### config.mk
export PLATFORM = sky130hd
export DESIGN_NAME = capture_sequencer
export DESIGN_NICKNAME = d
export VERILOG_FILES = /design/src/rtl/capture_sequencer.sv
export SDC_FILE = /design/constraint.sdc
export NUM_CORES = 1
export LEC_CHECK = 0
export ABC_AREA = 1
export CAP_MARGIN = 15
export CORE_ASPECT_RATIO = 1.5
export CORE_MARGIN = 2
export CORE_UTILIZATION = 49
export DETAILED_ROUTE_END_ITERATION = 8
export HOLD_SLACK_MARGIN = 0.02
export PLACE_DENSITY_LB_ADDON = 0.25
export REMOVE_ABC_BUFFERS = 1
export SETUP_SLACK_MARGIN = 0.02
export SYNTH_ARGS = -nofsm -noshare
export SYNTH_HDL_FRONTEND = slang
export SYNTH_SLANG_ARGS = --single-unit
### constraint.sdc
create_clock -name Clock -period 1.95 [get_ports Clock]
set_input_delay 0.2925 -clock Clock [delete_from_list [all_inputs] [get_ports Clock]]
set_output_delay 0.2925 -clock Clock [all_outputs]
set_load 0.02 [all_outputs]
### src/rtl/capture_sequencer.sv
// capture_sequencer: sequences one acquisition (arm, flush, trigger, strobe, fill, drain) of the sample storage.
// Optional no-progress timeout in WAIT_FULL/DRAIN is compiled in when CAPTURE_TIMEOUT_EN is defined.
module capture_sequencer #(
  parameter int THRESH_W       = 12,
  parameter int COUNT_W        = 16,
  parameter int TIMEOUT_CYCLES = 1048576
) (
  input  logic                Clock,
  input  logic                Reset,
  input  logic                ArmCmd,
  input  logic                AbortCmd,
  input  logic                AutoTrigger,
  input  logic                TriggerIn,
  input  logic [THRESH_W-1:0] SampleWords,
  input  logic [1:0]          StorageState,
  input  logic                StorageReady,
  input  logic                StorageValid,
  input  logic [7:0]          StorageData,
  output logic                StorageReset,
  output logic                WriteStrobe,
  output logic [THRESH_W-1:0] ProgFullThresh,
  output logic                StorageReadEnable,
  output logic [7:0]          TxData,
  output logic                TxValid,
  input  logic                TxReady,
  output logic [COUNT_W-1:0]  ByteCount,
  output logic                Busy,
  output logic                Done,
  output logic                Error,
  output logic [1:0]          ErrorCode,
  output logic [2:0]          CtrlState
);

  typedef enum logic [2:0] {
    IDLE      = 3'd0,
    FLUSH     = 3'd1,
    ARMED     = 3'd2,
    STROBE    = 3'd3,
    WAIT_FULL = 3'd4,
    DRAIN     = 3'd5,
    DONE      = 3'd6,
    ERROR     = 3'd7
  } state_t;

  localparam logic [THRESH_W-1:0] THR_MIN = THRESH_W'(2);
  localparam logic [THRESH_W-1:0] THR_MAX = {THRESH_W{1'b1}} - THRESH_W'(2);

  state_t     state;
  logic [1:0] seq_cnt;
  logic       trig_q;
  logic       trig_seen;
  logic       trig_rise;
  logic       pending;
  logic [2:0] pend_cnt;
  logic       abort_hit;
  logic       tmo_hit;

  assign trig_rise = TriggerIn & ~trig_q;
  assign abort_hit = AbortCmd & (state != IDLE) & (state != DONE) & (state != ERROR);
  assign CtrlState = state;

`ifdef CAPTURE_TIMEOUT_EN
  localparam int TMO_W = $clog2(TIMEOUT_CYCLES + 1);
  logic [TMO_W-1:0] tmo_cnt;
  logic             in_wait;

  assign in_wait = (state == WAIT_FULL) | (state == DRAIN);
  assign tmo_hit = in_wait & (tmo_cnt == TMO_W'(TIMEOUT_CYCLES - 1));

  // no-progress counter: restarts on entry to WAIT_FULL/DRAIN and on every byte the sink accepts
  always_ff @(posedge Clock) begin
    if (Reset || !in_wait || tmo_hit) begin
      tmo_cnt <= '0;
    end else if ((state == WAIT_FULL && StorageState == 2'b11) || (state == DRAIN && TxValid && TxReady)) begin
      tmo_cnt <= '0;
    end else begin
      tmo_cnt <= tmo_cnt + TMO_W'(1);
    end
  end
`else
  assign tmo_hit = 1'b0 && (TIMEOUT_CYCLES > 0);
`endif

  // controller: state, read engine and every registered output
  always_ff @(posedge Clock) begin
    if (Reset) begin
      state             <= IDLE;
      seq_cnt           <= 2'd0;
      trig_q            <= 1'b0;
      trig_seen         <= 1'b0;
      pending           <= 1'b0;
      pend_cnt          <= 3'd0;
      StorageReset      <= 1'b0;
      WriteStrobe       <= 1'b0;
      ProgFullThresh    <= THR_MIN;
      StorageReadEnable <= 1'b0;
      TxData            <= 8'd0;
      TxValid           <= 1'b0;
      ByteCount         <= '0;
      Busy              <= 1'b0;
      Done              <= 1'b0;
      Error             <= 1'b0;
      ErrorCode         <= 2'b00;
    end else begin
      trig_q            <= TriggerIn;
      StorageReadEnable <= 1'b0;
      Done              <= 1'b0;
      Error             <= 1'b0;
      if (abort_hit || tmo_hit) begin
        state        <= ERROR;
        Error        <= 1'b1;
        ErrorCode    <= abort_hit ? 2'b01 : 2'b10;
        StorageReset <= 1'b1;
        seq_cnt      <= 2'd0;
        WriteStrobe  <= 1'b0;
        TxValid      <= 1'b0;
        pending      <= 1'b0;
      end else begin
        case (state)
          IDLE: begin
            if (ArmCmd && !AbortCmd) begin
              state        <= FLUSH;
              Busy         <= 1'b1;
              StorageReset <= 1'b1;
              seq_cnt      <= 2'd0;
              ByteCount    <= '0;
              ErrorCode    <= 2'b00;
              if (SampleWords < THR_MIN) begin
                ProgFullThresh <= THR_MIN;
              end else if (SampleWords > THR_MAX) begin
                ProgFullThresh <= THR_MAX;
              end else begin
                ProgFullThresh <= SampleWords;
              end
            end
          end
          FLUSH: begin
            if (seq_cnt == 2'd3) begin
              StorageReset <= 1'b0;
              trig_seen    <= 1'b0;
              state        <= ARMED;
            end else begin
              seq_cnt <= seq_cnt + 2'd1;
            end
          end
          ARMED: begin
            // a level already high on entry never produces trig_rise, so it cannot qualify
            if (trig_rise) begin
              trig_seen <= 1'b1;
            end
            if (StorageState == 2'b01 && (AutoTrigger || trig_seen || trig_rise)) begin
              WriteStrobe <= 1'b1;
              seq_cnt     <= 2'd0;
              state       <= STROBE;
            end
          end
          STROBE: begin
            if (seq_cnt == 2'd1) begin
              WriteStrobe <= 1'b0;
              state       <= WAIT_FULL;
            end else begin
              seq_cnt <= seq_cnt + 2'd1;
            end
          end
          WAIT_FULL: begin
            if (StorageState == 2'b11) begin
              state <= DRAIN;
            end
          end
          DRAIN: begin
            if (TxValid) begin
              if (TxReady) begin
                TxValid <= 1'b0;
                if (ByteCount != {COUNT_W{1'b1}}) begin
                  ByteCount <= ByteCount + COUNT_W'(1);
                end
              end
            end else if (pending) begin
              if (StorageValid) begin
                TxData  <= StorageData;
                TxValid <= 1'b1;
                pending <= 1'b0;
              end else if (pend_cnt == 3'd7) begin
                pending <= 1'b0;
              end else begin
                pend_cnt <= pend_cnt + 3'd1;
              end
            end else if (StorageReady) begin
              StorageReadEnable <= 1'b1;
              pending           <= 1'b1;
              pend_cnt          <= 3'd0;
            end else if (StorageState == 2'b01) begin
              Done  <= 1'b1;
              state <= DONE;
            end
          end
          DONE: begin
            Busy  <= 1'b0;
            state <= IDLE;
          end
          ERROR: begin
            if (seq_cnt == 2'd3) begin
              StorageReset <= 1'b0;
              Busy         <= 1'b0;
              state        <= IDLE;
            end else begin
              seq_cnt <= seq_cnt + 2'd1;
            end
          end
          default: begin
            state <= IDLE;
          end
        endcase
      end
    end
  end

endmodule

==> metrics.txt, run 1 <==
I/O pin cnt=79; Clock Tree Buf Depth=2; top cells by area, synth=dfxtp_1 (37%), nand2_1 (15%), a21oi_1 (7.8%); post-route ant nets=0; placed insts=595; CTS buffer count=5; vias post-DR=3170; crit-path max cell delay=620 ps; final setup fails=0; Hold Path Class=reg -> reg; max-cap viol count=0; Combinational Power Share=46.7%; Initial Util=50.9%; pre-CTS setup slack=96.6 ps; drt pass-1 iters=5; largest net degree at the start of global routing=37; Clk pwr share=19.8%; first-pass GRT wire length=13500 µm; WHS Endpoint=TxData[2]; met2 Use GR=45.0%; cts hold-fix bufs=0; status=complete, no violations; # DRC=0; Net Sw Power=1640 µW; PostCTS Resize Cnt=0; number of antenna violations at the first check in global routing=0; Critical Path Slowest Stage Cell=clkdlybuf4s50_1; Hold Crit Depth=2; number of global-route vias before repair=3084; Max rail drop VDD=0.783 mV; predominant post-synthesis flop cell=dfxtp_1; fin crit period=1780 ps; CP Capture Type=output pin; Arrival @ worst endpoint=1490 ps; fill count=521; Die Footprint=0.00666 mm²; Placer Congestion=0.932; Worst EP required=1660 ps; Worst-path clk slew=90 ps; Post-synth EDFFs=0; Fin. Hold Viols=0; pwr/cell area=998 mW/mm²; Flop pwr share=33.5%; hold path start=TxData[2]; Layout area overhead=35.3%; R2R Path End=pend_cnt[0]; core area=0.00579 mm²; unrepaired setup endpoints after global routing=false; Slew Limit Fails=0; GR Layer Usage met3=4.91%; switching power share of the total=41.2%; Post-Layout Cell Count=603; DR WL/cell=12.8 µm; CTS tree=built; Max Freq=0.562 GHz; cells along the critical path=buf_4 > clkdlybuf4s50_1; register area share after synthesis=37.4%; Setup Crit Path Kind=reg -> out; GRT overflow=0; placed cell area=0.00387 mm²; LEAKAGE=0.00147 µW; Yosys top cell area share=37.4%; layout cell share with drive strength beyond 1=8.85%; Max H-tree Level=2; met1 usage=29.7%; Reg2Reg Setup Slack=200 ps; Worst R2R Path Depth=7; synth warn=0; hpwl dp=5860 µm; Internal=2340 µW; GRT busiest layer=met2; Tcrit/Tclk final=91.3%; Yosys reg bits=55; Avg Cell Area, Syn=6.67 µm²; Layout Skew=7.79 ps; drt total wl=7730 µm; Post-CTS Setup Inserts=0; Synth async-reset ratio=0%; GRT Util Overall=25.8%; Post-Route Utilization=68.9%; Post-Synthesis Cells=442; reg2reg start=CtrlState[1]; most numerous cell in the Yosys netlist=nand2_1; Design Area, Final=0.00399 mm²; Starting DRT DRC Count=267; CTS Root Cell=clkbuf_8; most common library cells after synthesis=nand2_1 (120), nor2_1 (57), dfxtp_1 (55); port bufs=77; die width=67.3 µm; final setup margin=169 ps; Die Y-Extent=99.0 µm; Antenna diodes=0; Core Rows=34; latest clock arrival within the worst-skew pair=310 ps; Yosys top cell by area=dfxtp_1; Worst Path Max Fanout=8; DR vias/cell=5.26; NumNets Final=566; TritonCTS Sinks=55; Yosys cell types=35; Worst Setup Start Kind=flip-flop; Cell Area, Synth=0.00295 mm²
==> how the worst max path moves through the flow <==
stage | start | end | slack, ps | cells past startpoint
2_1_floorplan | CtrlState[0] | TxData[0] | -100 | 5
3_3_place_gp | AbortCmd | ByteCount[14] | 160 | 8
3_5_place_dp | AbortCmd | ByteCount[15] | 100 | 8
4_1_cts | CtrlState[2] | CtrlState[2] | 140 | 2
5_1_grt | CtrlState[1] | pend_cnt[0] | 70 | 8
6_report | CtrlState[2] | CtrlState[2] | 170 | 2
==> cell families after synthesis <==
| group | count (synthesis) | share of synthesized area [%] |
|---|---|---|
| compound gates | 86 | 16.7 |
| simple gates | 236 | 34.6 |
| flops | 55 | 37.4 |
| buf+inv | 57 | 8.45 |
| xor+xnor | 2 | 0.595 |
| fa+ha+maj | 5 | 2.12 |
| other cells | 1 | 0.127 |
==> cells in the final DEF, fill, tap and decap left out, drive strengths merged <==
cell           instances
nand2                126
clkdlybuf4s50         77
nor2                  61
dfxtp                 55
a21oi                 49
inv                   43
nand3                 29
o21ai                 24
buf                   18
nand4                 11
o21bai                 7
clkbuf                 6
nor3                   6
ha                     5
a31oi                  2
xor2                   2
nor4                   2
nor3b                  1
o211a                  1
a21boi                 1
o22ai                  1
a211oi                 1
conb                   1
bufinv                 1
clkinv                 1
==> flip-flops by register name (all words and copies together), names as in the netlist <==
signal / count
TxValid: 1
pend_cnt: 3
StorageReset: 1
seq_cnt: 2
pending: 1
StorageReadEnable: 1
ErrorCode: 1
ProgFullThresh: 12
Busy: 1
WriteStrobe: 1
ByteCount: 16
TxData: 8
CtrlState: 3
Done: 1
Error: 1
trig_seen: 1
trig_q: 1
==> per-stage QoR <==
step                      TNS (ps)  power [µW]  hold WS [ps]
after CTS                        0        3980           447
after global placement           0        3170           430
after floorplan              -1520        2500           355
final                            0        3980           443
after detailed placement         0        3190           433
after global routing             0        4250           462
==> cell type report <==
| type | count | area, µm² | share of cell area, % |
|---|---|---|---|
| multi-input cells | 330 | 1600 | 40.0 |
| flip-flops and latches | 55 | 1100 | 27.6 |
| repair buffers | 95 | 918 | 23.0 |
| inverters | 43 | 164 | 4.11 |
| well taps | 72 | 90.1 | 2.26 |
| clock buffers | 6 | 82.6 | 2.07 |
| clock inverters | 2 | 35.0 | 0.879 |
==> power groups by stage <==
stage | Sequential [µW] | Combinational [µW] | Clock (µW)
after floorplan | 1520 | 982 | 0
after global placement | 1360 | 1810 | 0
after detailed placement | 1360 | 1830 | 0
after CTS | 1340 | 1850 | 798
after global routing | 1360 | 2040 | 846
final | 1330 | 1860 | 788
==> layer usage <==
metal / vias up / wire length (µm)
met3: 23 / 364
li1: 1614 / -
met4: 0 / 230
met2: 94 / 4110
met5: - / 0
met1: 1439 / 3030
==> worst max-delay path: cells and delay by family (launching register included) <==
family	cells	cell delay, ps
DFF	1	380
buffers and inverters	2	800
(Power assumes the default switching activity.)
==> run 2: changes to the inputs <==
- CORE_ASPECT_RATIO: 1.5 -> not set
- SKIP_CTS_REPAIR_TIMING: not set -> 1
==> run 2 against run 1 <==
Compared with the run above: sequential cell count unchanged; clock power down 20%; die area down 0.19%; final area down 0.75%; worst setup slack worse by 13 ps; global-route usage down 0.86 points; clock-buffer cell count down 1; utilization down 1.3 points; power down 3.7%; fmax down 0.71%; final cell count up 0.50%; combinational power about the same; largest cell class unchanged.
==> metrics.txt, run 2 (synthesis results as in run 1) <==
NumNets Final=566 (unchanged); port bufs=77 (unchanged); Critical path buffers and inverters=1 (was 2); largest net degree at the start of global routing=31 (was 37); CTS tree=built (unchanged); hpwl dp=5750 µm (was 5860 µm); fin crit period=1790 ps (was 1780 ps); Routed met2 length=3520 µm (was 4110 µm); DR vias/cell=5.19 (was 5.26); Worst Path Max Fanout=7 (was 8); switching power share of the total=43.3% (was 41.2%); Max Freq=0.558 GHz (was 0.562 GHz); Max rail drop VDD=0.517 mV (was 0.783 mV); commonest non-fill, non-tap cell in the layout=nand2_1 (unchanged); Hold Path Class=reg -> reg (unchanged); Worst-path clk slew=100 ps (was 90 ps); CP Capture Type=output pin (unchanged); Clock Tree Buf Depth=2 (unchanged); Combinational Power Share=48.3% (was 46.7%); Critical Path Slowest Stage Cell=clkdlybuf4s50_1 (unchanged); Setup Crit Path Kind=reg -> out (unchanged); Fin. Hold Viols=0 (unchanged); Antenna diodes=0 (unchanged); max-cap viol count=0 (unchanged); Post-Layout Cell Count=606 (was 603); cells along the critical path=clkdlybuf4s50_1 (was buf_4 > clkdlybuf4s50_1); drt pass-1 iters=5 (unchanged); hold path start=TxData[6] (was TxData[2]); Tcrit/Tclk final=92.0% (was 91.3%); Top reg by flops=ByteCount (unchanged); Critical path origin=CtrlState[0] (was CtrlState[2]); Clk pwr share=16.5% (was 19.8%); Met3 Wirelength=629 µm (was 364 µm); die width=81.5 µm (was 67.3 µm); placed cell area=0.00387 mm² (about the same); final setup fails=0 (unchanged); unrepaired setup endpoints after global routing=false (unchanged); Die Y-Extent=81.5 µm (was 99.0 µm); crit-path max cell delay=670 ps (was 620 ps); Starting DRT DRC Count=227 (was 267); Design Area, Final=0.00396 mm² (was 0.00399 mm²); core area=0.00585 mm² (was 0.00579 mm²); CTS buffer count=5 (unchanged); overall power=3830 µW (was 3980 µW); latest clock arrival within the worst-skew pair=310 ps (about the same); Max H-tree Level=2 (unchanged); status=complete, no violations (unchanged); Largest delay share family, worst path=buffers and inverters (unchanged); Core Rows=28 (was 34); Net Sw Power=1660 µW (was 1640 µW); Worst Setup Start Kind=flip-flop (unchanged); Worst EP required=1660 ps (about the same); M1 WL=3490 µm (was 3030 µm); number of antenna violations at the first check in global routing=0 (unchanged); GRT Util Overall=24.9% (was 25.8%); reg2reg start=ByteCount[0] (was CtrlState[1]); Top Metal Used=met4 (unchanged); Arrival @ worst endpoint=1500 ps (was 1490 ps); I/O pin cnt=79 (unchanged); GRT overflow=0 (unchanged); drt total wl=7730 µm (about the same); vias post-DR=3146 (was 3170); layout cell share with drive strength beyond 1=8.85% (unchanged); first-pass GRT wire length=13000 µm (was 13500 µm); DR WL/cell=12.7 µm (was 12.8 µm); Layout Skew=5.15 ps (was 7.79 ps); Fin Hold WS=447 ps (was 443 ps); fill count=507 (was 521); Flop pwr share=35.2% (was 33.5%); Layout area overhead=34.3% (was 35.3%); # DRC=0 (unchanged); Internal=2170 µW (was 2340 µW); pwr/cell area=968 mW/mm² (was 998 mW/mm²); Placer Congestion=0.942 (was 0.932); TritonCTS Sinks=55 (unchanged); placed insts=598 (was 595); Initial Util=50.4% (was 50.9%); top flop regs=ByteCount x16, ProgFullThresh x12, TxData x8 (unchanged); post-route ant nets=0 (unchanged); CTS Root Cell=clkbuf_8 (unchanged); Die Footprint=0.00665 mm² (was 0.00666 mm²); total negative slack=0 ps (unchanged); max FFs per register=16 (unchanged); LEAKAGE=0.00146 µW (was 0.00147 µW); commonest non-fill, non-tap cells in the layout=nand2_1 (120), clkdlybuf4s50_1 (77), nor2_1 (57), dfxtp_1 (55), a21oi_1 (46) (unchanged); number of global-route vias before repair=2988 (was 3084); Slew Limit Fails=0 (unchanged)
run 2: final cells by class:
cell class	count	area [µm²]	area share, %
tap	75	93.8	2.37
multi-input combinational	330	1600	40.3
clock buffer	5	68.8	1.74
clock inverter	3	15.0	0.379
sequential	55	1100	27.8
inverter	43	164	4.14
timing repair buffer	95	918	23.2
run 2: path summary, 6_finish.rpt:
check / depth (start not counted) / slack [ps] / endpoint
min: 2 / 450 / TxData[6]
max: 1 / 160 / CtrlState[0]
min reg2reg: 2 / 450 / TxData[6]
max reg2reg: 9 / 210 / ByteCount[14]
run 2: per-layer routing:
| layer | global-route usage, % | vias to the layer above |
|---|---|---|
| li1 | - | 1621 |
| met1 | 32.1 | 1388 |
| met2 | 41.2 | 127 |
| met3 | 6.59 | 10 |
| met4 | 6.61 | 0 |
| met5 | 0 | - |
run 2: through the flow:
step           worst slack, ps  utilization, %
3_3_place_gp               167            66.2
6_report                   157            67.6
3_5_place_dp              57.3            66.2
4_1_cts                    156            67.6
5_1_grt                   52.8            67.6
2_1_floorplan            -96.4               -
run 2: power groups by stage:
stage          Sequential [µW]  Combinational, µW  Clock (µW)
2_1_floorplan             1520                982           0
3_3_place_gp              1370               1790           0
3_5_place_dp              1370               1820           0
4_1_cts                   1350               1840         647
5_1_grt                   1360               2010         689
6_report                  1350               1850         632
